$ cat config.mk
export PLATFORM = sky130hd
export DESIGN_NAME = sram_controller
export DESIGN_NICKNAME = d
export VERILOG_FILES = /design/src/rtl/arm_pkg.sv /design/src/rtl/sram_controller.sv
export SDC_FILE = /design/constraint.sdc
export NUM_CORES = 1
export LEC_CHECK = 0
export ABC_AREA = 1
export BUFFER_PORTS_ARGS = -buffer_cell sky130_fd_sc_hd__buf_2
export CAP_MARGIN = 5
export CORE_UTILIZATION = 50
export DETAILED_ROUTE_END_ITERATION = 6
export GPL_TIMING_DRIVEN = 0
export PLACE_DENSITY = 0.79
export SYNTH_ARGS = -nofsm -noshare
export SYNTH_HDL_FRONTEND = slang
export SYNTH_SLANG_ARGS = --single-unit
$ cat constraint.sdc
create_clock -name clk -period 1.9 [get_ports clk]
set_clock_uncertainty 0.1 [all_clocks]
set_input_delay 0.19 -clock clk [delete_from_list [all_inputs] [get_ports clk]]
set_output_delay 0.19 -clock clk [all_outputs]
set_load 0.02 [all_outputs]
$ cat src/rtl/arm_pkg.sv
// Shared definitions for the CPU memory path: SRAM controller state encoding
// and the default CPU byte address at which external SRAM is mapped.
package arm_pkg;

    typedef enum logic [1:0] {
        IDLE = 2'd0,
        LO   = 2'd1,
        HI   = 2'd2,
        DONE = 2'd3
    } sram_state_t;

    localparam logic [31:0] MEM_BASE_DEFAULT = 32'd1024;

endpackage

$ cat src/rtl/sram_controller.sv
// Moves 32-bit MEM-stage loads/stores over a 16-bit asynchronous SRAM as two
// timed halfword phases, holding ready low so the pipeline freezes meanwhile.
module sram_controller
    import arm_pkg::*;
#(
    parameter int          WAIT_CYCLES = 2,
    parameter logic [31:0] MEM_BASE    = MEM_BASE_DEFAULT
) (
    input  logic        clk,
    input  logic        rst_n,
    input  logic        mem_read,
    input  logic        mem_write,
    input  logic [31:0] address,
    input  logic [31:0] wdata,
    output logic [31:0] rdata,
    output logic        ready,
    output logic [17:0] sram_addr,
    output logic [15:0] sram_dq_o,
    output logic        sram_dq_oe,
    input  logic [15:0] sram_dq_i,
    output logic        sram_we_n
);

    localparam logic [3:0] LAST_CNT = 4'(WAIT_CYCLES - 1);

    sram_state_t state_q, state_d;
    logic [3:0]  cnt_q, cnt_d;
    logic [16:0] word_q, word_d;
    logic [31:0] wdata_q, wdata_d;
    logic        is_write_q, is_write_d;
    logic [15:0] lo_q, lo_d;
    logic [31:0] rdata_q, rdata_d;

    logic        req;
    logic        phase_last;
    logic        in_phase;
    logic        drive_write;
    logic [18:0] offset;
    logic        unused_bits;

    assign req        = mem_read | mem_write;
    assign phase_last = (cnt_q == LAST_CNT);

    // Only bits [18:2] of (address - MEM_BASE) reach the pads; the low two
    // bits still take part in the subtraction so any borrow is honoured.
    assign offset      = address[18:0] - MEM_BASE[18:0];
    assign unused_bits = ^{address[31:19], offset[1:0]};

    // NOTE: every variable gets a default on entry, so no path leaves one
    // unassigned and no latch can be inferred.
    always_comb begin
        state_d    = state_q;
        cnt_d      = cnt_q;
        word_d     = word_q;
        wdata_d    = wdata_q;
        is_write_d = is_write_q;
        lo_d       = lo_q;
        rdata_d    = rdata_q;

        case (state_q)
            IDLE: begin
                if (req) begin
                    word_d     = offset[18:2];
                    wdata_d    = wdata;
                    is_write_d = mem_write;
                    cnt_d      = '0;
                    state_d    = LO;
                end
            end
            LO: begin
                if (phase_last) begin
                    cnt_d   = '0;
                    state_d = HI;
                    if (!is_write_q) lo_d = sram_dq_i;
                end else begin
                    cnt_d = cnt_q + 4'd1;
                end
            end
            HI: begin
                if (phase_last) begin
                    cnt_d   = '0;
                    state_d = DONE;
                    // The full word lands at once so rdata never shows a half-updated value.
                    if (!is_write_q) rdata_d = {sram_dq_i, lo_q};
                end else begin
                    cnt_d = cnt_q + 4'd1;
                end
            end
            DONE:    state_d = IDLE;
            default: state_d = IDLE;
        endcase
    end

    // NOTE: state flops use non-blocking assignments so every register
    // samples the pre-edge values of the others.
    always_ff @(posedge clk or negedge rst_n) begin
        if (!rst_n) begin
            state_q    <= IDLE;
            cnt_q      <= '0;
            word_q     <= '0;
            wdata_q    <= '0;
            is_write_q <= 1'b0;
            lo_q       <= '0;
            rdata_q    <= '0;
        end else begin
            state_q    <= state_d;
            cnt_q      <= cnt_d;
            word_q     <= word_d;
            wdata_q    <= wdata_d;
            is_write_q <= is_write_d;
            lo_q       <= lo_d;
            rdata_q    <= rdata_d;
        end
    end

    // Pad signals decode from registered state only, so an async reset
    // releases the write strobe immediately and inputs never glitch the pins.
    assign in_phase    = (state_q == LO) || (state_q == HI);
    assign drive_write = in_phase && is_write_q;

    assign sram_addr  = in_phase ? {word_q, (state_q == HI)} : '0;
    assign sram_dq_o  = drive_write ? ((state_q == HI) ? wdata_q[31:16] : wdata_q[15:0]) : '0;
    assign sram_dq_oe = drive_write;
    assign sram_we_n  = !drive_write;

    assign ready = ((state_q == IDLE) && !req) || (state_q == DONE);
    assign rdata = rdata_q;

endmodule

==> results.txt <==
The run finished, with violations left. The checks that failed: DRC, setup timing. The logs give -204 ps for the worst setup slack after layout and 52.3% for the initial standard-cell utilization of the core. Timing would allow up to 475 MHz. The final layout contains routed wiring with a total length of 14,200 um. Traced cell by cell, the critical path runs through inv_2, ha_4, buf_6, nand2_8, buf_4, a21oi_4, buf_6. The run gives 5.23% as the global-route track usage on met3. The minimum period implied by the final worst setup slack is 2100 ps. The worst-case IR drop observed on VDD is 0.978 mV. The die is 98 um tall. The number of antenna violations at the first check in global routing was 1; the number of max-slew violations in the final report was 0. STA puts the critical path data required time at 1610 ps. The congestion estimate from routability-driven global placement came to 0.865.

The logs give 0 for the residual overflow from global routing and 1810 ps for the arrival time of data at the critical path endpoint. TritonCTS built the clock tree. In this run the count of I/O pins placed on the die edge is 153.

The kind of capture point of the worst setup path is a primary output. Synthesis instantiated 27 different standard cells from the library. For the setup TNS, the log shows -4570 ps.

Counting the buffers created by CTS gives 9. The tools report the count of yosys warnings during synthesis as 0. The power per cell area came out at 1730 nW/um2. Clock tree synthesis found a total of 104 sinks. The detail route stage leaves a number of antenna-violating nets equal to 0. The number of placed instances, taps included, is 810.

In the global route stage, met2 resource usage came out at 49.8%. Across the run, the number of max-cap violations was 0. Counting every net in the synthesized netlist gives 656. For the first-pass GRT wire length, the log shows 21,800 um. The routed via count divided by cell count was 5.22.

Along the worst path, the maximum fanout reaches 5. For the maximum number of pins on one net before global-route repair, the log shows 74. The global-route layer with the greatest usage was met2. The slew at the pin closest to its max-slew limit is 698 ps, and the x dimension of the die is 98 um.

Setup violations remaining at the end of the flow were counted as 35. The total die area was 9600 um2. Setup repair after global routing could not meet its margin everywhere.

STA classifies the critical path startpoint as a flip-flop. Once layout is complete, the cells apart from fillers number 902. The count of buffers from port buffering was 137; the number of levels in the clock H-tree was 3.

The routed layout has 4,705 vias. The run gives 8 as the final routed DRC violation total. The floorplan has 34 rows.

The most used flip-flop cell after synthesis is sky130_fd_sc_hd__dfrtp_1. Prior to clock tree synthesis, the placed netlist has a worst setup slack of -209 ps. The class of the worst hold path is input port to flip-flop. The worst pin sits at a relative slew slack of 53.0%. Dividing the detail-routed wire length by the instance count gives 15.8 um.

From synthesis to final layout, the design area changed by 47.7%. After the last flow step, the layout net total stands at 880. The period utilization is 111%.

On the worst path, the slowest cell contributes a delay of 430 ps. The critical path in this run is classified as flip-flop to primary output. The mean area per synthesized cell is 8.17 um2, and the combined area of all synthesized cells is 4610 um2.

The post-route netlist has 28.4% of its cells at a drive strength greater than 1. Cell area after layout: 6810 um2. Counting along the longest clock path gives a buffer depth of 2.

In this run the standard cell core region covers 8810 um2. The number of global-route vias before repair came out at 4,649. After synthesis the netlist holds a flip-flop and latch count of 104. For the post-DP HPWL, the log shows 8260 um.

The tools report the library cell used as clock root buffer as sky130_fd_sc_hd__clkbuf_8. In this design, the critical path's most frequently occurring cell is sky130_fd_sc_hd__buf_6. The design draws 11.8 mW. At the later pin of the worst-skew pair, clock insertion delay measures 380 ps. The post-CTS clock slew at the launch and capture registers of the worst setup and hold paths works out to 110 ps.

The critical-path cell with the highest stage delay is sky130_fd_sc_hd__dfrtp_2. The placed instances occupy a cell area of 5480 um2. The tools report the global routing usage on met1 as 34.9%.

The pre-antenna-repair detailed-routing pass consisted of 6 iterations. Yosys mapped a number of flops with a built-in enable equal to 0. Of the synthesized area, sequential elements account for 56.5%. Counting every instance in the synthesized netlist gives 564.

For this run, asynchronously set or reset flops after synthesis account for 100%. The logs give 3.72 nW for the total leakage power and 311 for the violation count after the first detailed-routing iteration. The logs give 0 for the hold violation count in the final report and 28.9% for the global routing usage summed across all routing layers.
==> synthesized netlist by cell type (3+ instances only) <==
master	number	area share (%)
sky130_fd_sc_hd__ha_1	8	2.2
sky130_fd_sc_hd__nand3_1	8	0.87
sky130_fd_sc_hd__buf_2	16	1.7
sky130_fd_sc_hd__o22ai_1	3	0.41
sky130_fd_sc_hd__dfrtp_1	104	56
sky130_fd_sc_hd__o21ai_0	53	5.8
sky130_fd_sc_hd__nor2_1	18	1.5
sky130_fd_sc_hd__nand2_1	243	20
sky130_fd_sc_hd__inv_1	67	5.5
sky130_fd_sc_hd__clkbuf_1	4	0.33
sky130_fd_sc_hd__a21oi_1	17	1.8
==> area by class of cell <==
class	count	area (um2)
multi-input cells	367	1820
clock inverters	7	83.8
fillers	562	2000
inverters	69	272
clock buffers	9	124
plain buffers	25	180
flip-flops and latches	104	2600
repair buffers	212	1580
diodes	1	2.50
well taps	108	135
==> routing by layer <==
| layer | part of all wire [%] | vias up |
|---|---|---|
| li1 | - | 2175 |
| met1 | 39 | 2264 |
| met3 | 5.6 | 62 |
| met4 | 5.0 | 0 |
| met2 | 50 | 204 |
| met5 | 0 | - |
==> report_power, final <==
part / switching, mW / leakage (nW) / total [mW] / internal [mW]
clock: 0.869 / 0.104 / 1.40 / 0.529
combinational: 3.92 / 2.34 / 6.42 / 2.50
sequential: 0.683 / 1.28 / 3.97 / 3.29
==> worst max-delay path, delay by kind of cell (launching register included) <==
family                   cells  cell delay (ps)
AO/OA/AOI/OAI                1              140
adder cells (fa/ha/maj)      1              270
buffers and inverters        4              510
flip-flops                   1              430
AND/OR/NAND/NOR              1               80
==> cells by family (layout without fill, tap and decap cells) <==
logic type      Yosys count  in the layout  share of synthesized area, %
flops                   104            104                          56.5
simple gates            275            276                          23.4
compound gates           80             80                          9.01
other cells               0              1                             0
mux                       1              1                         0.217
xor+xnor                  2              2                         0.380
buf+inv                  94            322                          8.39
fa+ha+maj                 8              8                          2.17
==> metrics by stage <==
step                hold slack (ps)  util, %
floorplan                      -206        -
global placement                286     61.9
detailed placement             56.7     62.2
CTS                            1.85     74.5
global route                   20.3     77.3
finish                         7.46     77.3
==> state kept, by name (all words and copies together) (netlist names) <==
name and flops:
rdata 32, wdata_q 32, word_q 17, lo_q 16, cnt_q 4, state_q 2
is_write_q 1
==> what timing repair did <==
item                       CTS  global route
hold endpoints to repair    95             0
pin swaps                    0             2
setup endpoints to repair   35            35
buffers inserted             9             4
resized for setup           60            33
gates cloned                 3             2
hold buffers                57             0
==> path summary, 6_finish.rpt <==
path | depth (start not counted) | end | from | slack, ps
setup / recovery | 7 | sram_dq_o[2] | state_q[1] | -200
hold / removal | 3 | word_q[11] | address[13] | 7
setup reg to reg | 5 | cnt_q[1] | state_q[1] | 110
hold reg to reg | 2 | rdata[18] | rdata[18] | 390
max in group asynchronous | 3 | state_q[1] | rst_n | 800
min in group asynchronous | 2 | rdata[26] | rst_n | 200
==> layout by cell type (no fill, tap or decap), drive strengths merged <==
master,synthesis,final
o22ai,3,3
dlygate4sd3,0,57
xor2,1,1
dfrtp,104,104
a21oi,17,17
nand2,243,244
nor2,18,18
buf,19,172
o21bai,2,2
clkbuf,6,17
o21ai,56,56
xnor2,1,1
clkinv,0,4
nand3,11,11
mux2i,1,1
ha,8,8
nand4,2,2
inv,69,72
a31oi,2,2
diode,0,1
or2,1,1
Note: power is estimated with default switching activity, not from simulation.
